--- src/rtl/turtle_stack_pkg.sv ---
// Shared types and default widths for the stack sequencer.
// Holds the FSM state encoding and the push/pop operation encoding.
package turtle_stack_pkg;

   localparam int DEF_ADDR_W = 10;
   localparam int DEF_DATA_W = 16;

   typedef enum logic [1:0] {
      IDLE     = 2'd0,
      PUSH     = 2'd1,
      POP_RD   = 2'd2,
      POP_WAIT = 2'd3
   } stack_state_e;

   typedef enum logic {
      OP_POP  = 1'b0,
      OP_PUSH = 1'b1
   } stack_op_e;

endpackage

--- src/rtl/stack_ctrl.sv ---
// Push/pop sequencer between instruction decode and the stack RAM.
// Drives SP strobes, flags overflow/underflow, and returns pop data at N+2.
module stack_ctrl
   import turtle_stack_pkg::*;
#(
   parameter int ADDR_W      = DEF_ADDR_W,
   parameter int DATA_W      = DEF_DATA_W,
   parameter int STACK_BASE  = 0,
   parameter int STACK_LIMIT = 1023
) (
   input  logic              clk,
   input  logic              rst,
   input  logic              req_valid,
   input  logic              req_push,
   input  logic [DATA_W-1:0] req_data,
   output logic              req_ready,
   output logic              done,
   output logic [DATA_W-1:0] pop_data,
   output logic              err_ovf,
   output logic              err_unf,
   input  logic              err_clr,
   input  logic [ADDR_W-1:0] sp_val,
   output logic              sp_inc,
   output logic              sp_dec,
   output logic [ADDR_W-1:0] mem_addr,
   output logic              mem_we,
   output logic              mem_re,
   output logic [DATA_W-1:0] mem_wdata,
   input  logic [DATA_W-1:0] mem_rdata,
   output logic [1:0]        dbg_state
);

   localparam logic [ADDR_W-1:0] BASE_A  = ADDR_W'(STACK_BASE);
   localparam logic [ADDR_W-1:0] LIMIT_A = ADDR_W'(STACK_LIMIT);

   stack_state_e      state_q, state_d;
   stack_op_e         req_op;
   logic [DATA_W-1:0] data_q;
   logic [DATA_W-1:0] pop_data_q;
   logic              rej_q, rej_d;
   logic              err_ovf_q, err_unf_q;
   logic              accept, ovf_set, unf_set;

   // Handshake: a request transfers on a rising edge where req_valid and
   // req_ready are both high; req_ready is high only while the FSM is idle,
   // and req_push/req_data need only be stable in that transfer cycle.
   assign req_ready = (state_q == IDLE);
   assign accept    = req_valid && req_ready;
   assign req_op    = stack_op_e'(req_push);
   assign rej_d     = (req_op == OP_PUSH) ? (sp_val == LIMIT_A) : (sp_val == BASE_A);

   assign mem_wdata = data_q;
   assign err_ovf   = err_ovf_q;
   assign err_unf   = err_unf_q;
   assign dbg_state = state_q;

   always_comb begin
      state_d  = state_q;
      done     = 1'b0;
      sp_inc   = 1'b0;
      sp_dec   = 1'b0;
      mem_we   = 1'b0;
      mem_re   = 1'b0;
      mem_addr = sp_val;
      ovf_set  = 1'b0;
      unf_set  = 1'b0;
      pop_data = pop_data_q;
      case (state_q)
         IDLE: begin
            if (accept) state_d = (req_op == OP_PUSH) ? PUSH : POP_RD;
         end
         PUSH: begin
            done = 1'b1;
            if (rej_q) begin
               ovf_set = 1'b1;
            end else begin
               mem_we = 1'b1;
               sp_inc = 1'b1;
            end
            state_d = IDLE;
         end
         POP_RD: begin
            // SP points at the next free slot, so the top word sits one below.
            mem_addr = sp_val - ADDR_W'(1);
            if (rej_q) begin
               unf_set = 1'b1;
            end else begin
               mem_re = 1'b1;
               sp_dec = 1'b1;
            end
            state_d = POP_WAIT;
         end
         POP_WAIT: begin
            done     = 1'b1;
            pop_data = rej_q ? '0 : mem_rdata;
            state_d  = IDLE;
         end
         default: state_d = IDLE;
      endcase
   end

   always_ff @(posedge clk) begin
      if (rst) begin
         state_q    <= IDLE;
         data_q     <= '0;
         rej_q      <= 1'b0;
         pop_data_q <= '0;
         err_ovf_q  <= 1'b0;
         err_unf_q  <= 1'b0;
      end else begin
         state_q <= state_d;
         if (accept) begin
            data_q <= req_data;
            rej_q  <= rej_d;
         end
         if (state_q == POP_WAIT) pop_data_q <= pop_data;
         // A new error outranks a clear arriving in the same cycle.
         if (ovf_set)      err_ovf_q <= 1'b1;
         else if (err_clr) err_ovf_q <= 1'b0;
         if (unf_set)      err_unf_q <= 1'b1;
         else if (err_clr) err_unf_q <= 1'b0;
      end
   end

endmodule
--- config.mk ---
export PLATFORM = sky130hd
export DESIGN_NAME = stack_ctrl
export DESIGN_NICKNAME = d
export VERILOG_FILES = /design/src/rtl/turtle_stack_pkg.sv /design/src/rtl/stack_ctrl.sv
export SDC_FILE = /design/constraint.sdc
export NUM_CORES = 1
export LEC_CHECK = 0
export BUFFER_PORTS_ARGS = -buffer_cell sky130_fd_sc_hd__buf_2
export CORE_UTILIZATION = 25
export DETAILED_ROUTE_END_ITERATION = 8
export PLACE_DENSITY_LB_ADDON = 0.3
export SETUP_SLACK_MARGIN = 0.1
export SYNTH_ARGS = -nofsm -noshare
export SYNTH_HDL_FRONTEND = slang
export SYNTH_SLANG_ARGS = --single-unit
--- constraint.sdc ---
create_clock -name clk -period 1.7 [get_ports clk]
set_clock_uncertainty 0.2 [all_clocks]
set_input_delay 0.17 -clock clk [delete_from_list [all_inputs] [get_ports clk]]
set_output_delay 0.17 -clock clk [all_outputs]
set_load 0.01 [all_outputs]
==> results.md, run 1 <==
- Status: complete, but fails checks
- Violated checks: setup timing
- Seq/Total Area, Yosys: 42.9%
- Top cells by area, synth: dfxtp_1 (43%), nand2_1 (15%), a21oi_1 (10%), nand4b_1 (8.1%), xnor2_1 (3.0%)
- Multi-input gate area: a little under 0.001 sq mm
- Initial Util: about a quarter
- Most frequent cell after synthesis: nand2_1
- Worst EP arrival: ~1.5 ns
- Final period util: 111%
- Final Slew Violations: 0
- Iteration-0 DRC Markers: 50
- Deepest clock path buffer count: 2
- Final Hold Fails: 0
- Sequential group share of total power: between 40% and 50%
- GRT Residual Overflow: 0
- Power, Total: ~2.0 mW
- Layout area overhead: 69.4%
- WL final: between 5000 and 6000 microns
- Yosys top cell area share: 42.9%
- Sw Share: 26.6%
- Uppermost layer routed: met4
- Fin crit period: 1.89 ns
- GP Congestion: 0.787
- Slew Limit Headroom: 66.7%
- Post-DP HPWL: 3320 microns
- Root Buffer: clkbuf_8
- Dpl cell area: between 0.002 and 0.0025 sq mm
- Internal power: approximately 1.5 mW
- Clock power frac: 30.2%
- Fillers: between 600 and 700
- Vias after detailed routing: between 1,500 and 2,000
- Die Y: 85.1 microns
- Post-synth top cells: nand2_1 (69), dfxtp_1 (37), a21oi_1 (35), nand4b_1 (16), clkbuf_1 (13)
- Cell count after synthesis: ~220
- Die ar.: 0.00725 sq mm
- Met2 wire length: ~2600 microns
- TritonCTS clock tree: built
- Clock sinks: 37
- Comb power frac: between 20% and 30%
- Sw power: approximately 0.53 mW
- Final worst slack: -0.188 ns
- Yosys reg bits: 37
- Pleak: about 1.4 nW
- Setup Viol. Count Final: 28
- Yosys warns: 0
- Setup CP Type: register to output pin
- RSZ-0062 raised after global routing: true
- Die width: roughly 85 microns
- Max Fclk: around 0.53 GHz
- Final design utilization: a little under half
- Global router's overall resource usage: around 15%
- Port Buf Inserts: approximately 100
- Async SR Flop Fraction: 0%
- Post-synth top area cell: dfxtp_1
- Maximum vdd ir drop: 350 uV
- Row count: 29
- Routed met3 length: approximately 320 microns
- Largest net degree at the start of global routing: 38
- Io pins: 99
- Vias in the first global route: 1,928
- Worst-path fanout max: 7
- Drt wl/cell: roughly 12 microns
- Storage element area: between 700 and 800 sq um
- CTS Buf Count: 5
- CP required: around 1.3 ns
- Hold WC Path Type: input pin to register
- Critical path endpoint category: output pin
- Netlist Area Pre-Place: about 0.0017 sq mm
- Htree depth: 2
- Crit path launch type: register
- Antenna-violating nets left: 0
- Power per cell area: 681 mW/mm^2
- First-pass GRT wire length: a little under 9000 microns
- Fraction of layout cells with a size suffix above 1: between 30% and 40%
- # nets final: about 400
- Drt pass-1 iters: 4
- Initial antenna violation count: 0
- Clock transition at path regs: about 0.070 ns
- DR DRC count: 0
- Antenna cells: 0
- Primary FF master, synth: dfxtp_1
- Synth Area per Inst: roughly 8 sq um
- Metal-1 WL: 2420 microns
- Finished Cell Area: about 0.003 sq mm
- Post-synth EDFFs: 0
- Core box area: 0.00649 sq mm
- Max_cap viols: 0
- Via/cell ratio: about 4.5
- Post-synth net total: 271
- Synth cell types: 30
- Worst Max-Slew Pin Slew: between 0.4 and 0.5 ns
- Worst-Skew Late Latency: ~0.27 ns
## metrics by stage
step	hold slack [ns]	std cells	worst slack [ns]	setup TNS (ns)
6_report	0.0135	433	-0.188	-2.92
5_1_grt	0.00610	433	-0.246	-4.93
4_1_cts	0.000659	432	-0.204	-3.07
3_5_place_dp	0.217	390	-0.00621	-0.00621
3_3_place_gp	0.212	390	0.0411	0
2_1_floorplan	0.106	222	-0.140	-0.271
## critical path: stages (launching register included)
cell	delay [ns]
dfxtp_4	0.37
nand3b_1	0.19
or3b_4	0.40
xnor2_2	0.13
buf_2	0.14
## final timing paths
kind / slack (ns) / end / start / depth (start not counted)
worst min-delay path: 0.01 / pop_data_q[10] / mem_rdata[10] / 3
worst max-delay path: -0.19 / mem_addr[6] / dbg_state[0] / 4
worst max register to register: -0.08 / rej_q / dbg_state[1] / 4
worst min register to register: 0.25 / mem_wdata[1] / mem_wdata[1] / 2
## cell usage in the layout, fill, tap and decap left out, types with 3 or more instances in the layout
cell type and count:
xnor2_2 3, buf_4 9, dfxtp_1 35, buf_2 98, clkbuf_8 6, nand4b_1 16
a21oi_1 35, buf_6 6, xor2_1 3, nand4_1 3, dlygate4sd3_1 29, xnor2_1 3
nand2_1 67, nor2_1 6
## flip-flops by register name, summed over array words and instances, names as in the netlist
register	flops
pop_data_q	16
mem_wdata	16
rej_q	1
err_unf	1
dbg_state	2
err_ovf	1
## logic make-up after synthesis
logic type               Yosys count  synth area share (%)
AND/OR/NAND/NOR                  115                  34.0
AO/OA/AOI/OAI                     38                  11.2
buffers and inverters             21                  5.94
adder cells (fa/ha/maj)            2                  1.45
XOR/XNOR                           9                  4.56
flip-flops                        37                  42.9
## what timing repair did
| item | 4_1_cts | 5_1_grt |
|---|---|---|
| gates cloned | 2 | 0 |
| buffers inserted | 4 | 2 |
| pin swaps | 9 | 5 |
| gates resized for setup | 25 | 7 |
| endpoints found under the setup margin | 28 | 37 |
| hold buffers | 29 | 0 |
| endpoints found under the hold margin | 30 | 0 |
## layer usage
| metal | vias to the layer above | track usage, % |
|---|---|---|
| li1 | 1012 | - |
| met1 | 890 | 17.9 |
| met2 | 60 | 27.2 |
| met3 | 7 | 4.28 |
| met4 | 0 | 3.54 |
| met5 | - | 0 |
## power by group through the flow
stage,sequential [mW],clock (mW),combinational (mW)
final,0.922,0.602,0.470
after global routing,0.926,0.672,0.511
after CTS,0.921,0.643,0.460
after detailed placement,0.944,0,0.356
after global placement,0.943,0,0.357
after floorplan,0.953,0,0.181
## layout make-up
type,instances,area share (%)
inverter,2,0.257
timing repair buffer,146,34.3
sequential,37,25.6
clock buffer,7,2.95
multi-input combinational,164,33.6
tap,77,3.29
(Power assumes the default switching activity.)
==> inputs of run 2 (changes only) <==
--- a/config.mk
+++ b/config.mk
@@ -9,4 +9,5 @@
 export CORE_UTILIZATION = 25
 export DETAILED_ROUTE_END_ITERATION = 8
+export MAX_ROUTING_LAYER = met4
 export PLACE_DENSITY_LB_ADDON = 0.3
 export SETUP_SLACK_MARGIN = 0.1
==> constraint.sdc (replaced) <==
create_clock -name clk -period 1.7 [get_ports clk]
set_clock_uncertainty 0.2 [all_clocks]
set_input_delay 0.085 -clock clk [delete_from_list [all_inputs] [get_ports clk]]
set_output_delay 0.085 -clock clk [all_outputs]
set_load 0.01 [all_outputs]
==> results.md, run 2 (synthesis gave the netlist of run 1 again) <==
- Initial Util: 26.6%
- Worst-Skew Late Latency: 0.28 ns
- Root Buffer: clkbuf_8
- Final Slew Violations: 0
- Maximum vdd ir drop: around 300 uV
- GP Congestion: 0.795
- Power per cell area: about 680 mW/mm^2
- Row count: 29
- Fraction of layout cells with a size suffix above 1: a little under two fifths
- Worst Max-Slew Pin Slew: between 0.3 and 0.4 ns
- TNS Setup: -0.288 ns
- Port Buf Inserts: about 100
- Critical path endpoint category: register
- TritonCTS clock tree: built
- Most frequent cells in the layout: buf_2 (98), nand2_1 (68), dlygate4sd3_1 (37)
- DR DRC count: 0
- Io pins: 99
- Final Hold Fails: 0
- Post-DP HPWL: 3260 microns
- Antenna cells: 0
- Die Y: between 80 and 90 microns
- Setup Viol. Count Final: 15
- Crit path launch type: register
- Final hold slack: 0.0136 ns
- Final period util: 105%
- Layout area overhead: 68.4%
- Fin crit period: around 1.8 ns
- Initial antenna violation count: 0
- Htree depth: 2
- Via/cell ratio: between 4 and 5
- Deepest clock path buffer count: 2
- CTS Buf Count: 5
- Clock sinks: 37
- CP required: approximately 1.7 ns
- Fillers: approximately 660
- Pleak: around 1.4 nW
- Core box area: approximately 0.0065 sq mm
- Drt wl/cell: ~12 microns
- Sw power: around 0.55 mW
- Die ar.: between 0.007 and 0.008 sq mm
- Violated checks: setup timing
- RSZ-0062 raised after global routing: true
- # nets final: 412
- Most common cell after layout, fill and taps aside: buf_2
- Internal power: 1.42 mW
- Max_cap viols: 0
- Clock power frac: 29.5%
- Iteration-0 DRC Markers: 57
- Drt pass-1 iters: 4
- Largest net degree at the start of global routing: 38
- Vias after detailed routing: 2,001
- WL final: 5240 microns
- Clock transition at path regs: around 0.070 ns
- DP Worst Slack: a little under 0.09 ns
- Sequential group share of total power: a little under half
- Vias in the first global route: around 1,900
- Antenna-violating nets left: 0
- Worst-path fanout max: 4
- Comb power frac: a little under a quarter
- Worst EP arrival: around 1.8 ns
- Power, Total: slightly below 2 mW
- Sw Share: between 20% and 30%
- Hold WC Path Type: input pin to register
- Die width: between 80 and 90 microns
- First-pass GRT wire length: 8310 microns
- Status: complete, but fails checks
- Global router's overall resource usage: roughly 15%
- GRT Residual Overflow: 0
- Slew Limit Headroom: ~76%
- Final worst slack: -0.0881 ns
- Setup CP Type: register to register
- Max Fclk: between 0.5 and 0.6 GHz
[run 2: cell type report]
type                            instances  area, sq um  share of cell area [%]
Clock inverter                          2         10.0                   0.344
Clock buffer                            6         72.6                    2.49
Multi-Input combinational cell        164          953                    32.8
Timing Repair Buffer                  153         1020                    35.2
Sequential cell                        37          746                    25.6
Tap cell                               77         96.3                    3.31
Inverter                                2         7.51                   0.258
[run 2: what timing repair did]
| action | 4_1_cts | 5_1_grt |
|---|---|---|
| setup endpoints to repair | 25 | 47 |
| endpoints found under the hold margin | 37 | 0 |
| gates resized for setup | 10 | 10 |
| setup buffers | 2 | 3 |
| hold buffers | 37 | 0 |
| gates cloned | 0 | 1 |
| pin swaps | 5 | 2 |
[run 2: critical path: stages, from the launching register on]
cell	delay, ns
dfxtp_4	0.36
buf_4	0.16
or3b_1	0.36
or4_1	0.50
a31oi_1	0.13
[run 2: worst paths after layout]
path	to	start	cells after the start	slack (ns)
worst max-delay path	rej_q	dbg_state[1]	4	-0.09
worst min-delay path	rej_q	sp_val[8]	4	0.01
worst max register to register	rej_q	dbg_state[1]	4	-0.09
worst min register to register	mem_wdata[8]	mem_wdata[8]	2	0.26
[run 2: power by group through the flow]
stage	sequential [mW]	clock (mW)	combinational [mW]
floorplan	0.953	0	0.180
detailed placement	0.942	0	0.359
finish	0.921	0.581	0.466
global placement	0.941	0	0.358
global route	0.925	0.659	0.509
CTS	0.920	0.619	0.441
[run 2: metrics by stage]
stage          instances  util [%]  instance area (sq um)
6_report             441      44.8                   2910
5_1_grt              441      44.8                   2910
4_1_cts              437      43.9                   2850
3_5_place_dp         390      36.0                   2340
3_3_place_gp         390      36.0                   2340
2_1_floorplan        222         -                   1750
[run 2: routing by layer]
metal	up-vias	GRT usage, %	part of all wire [%]
met5	-	-	0
met4	0	2.31	0
met3	0	3.89	6.2
met2	63	24.8	48
met1	910	18.1	46
li1	1028	-	-
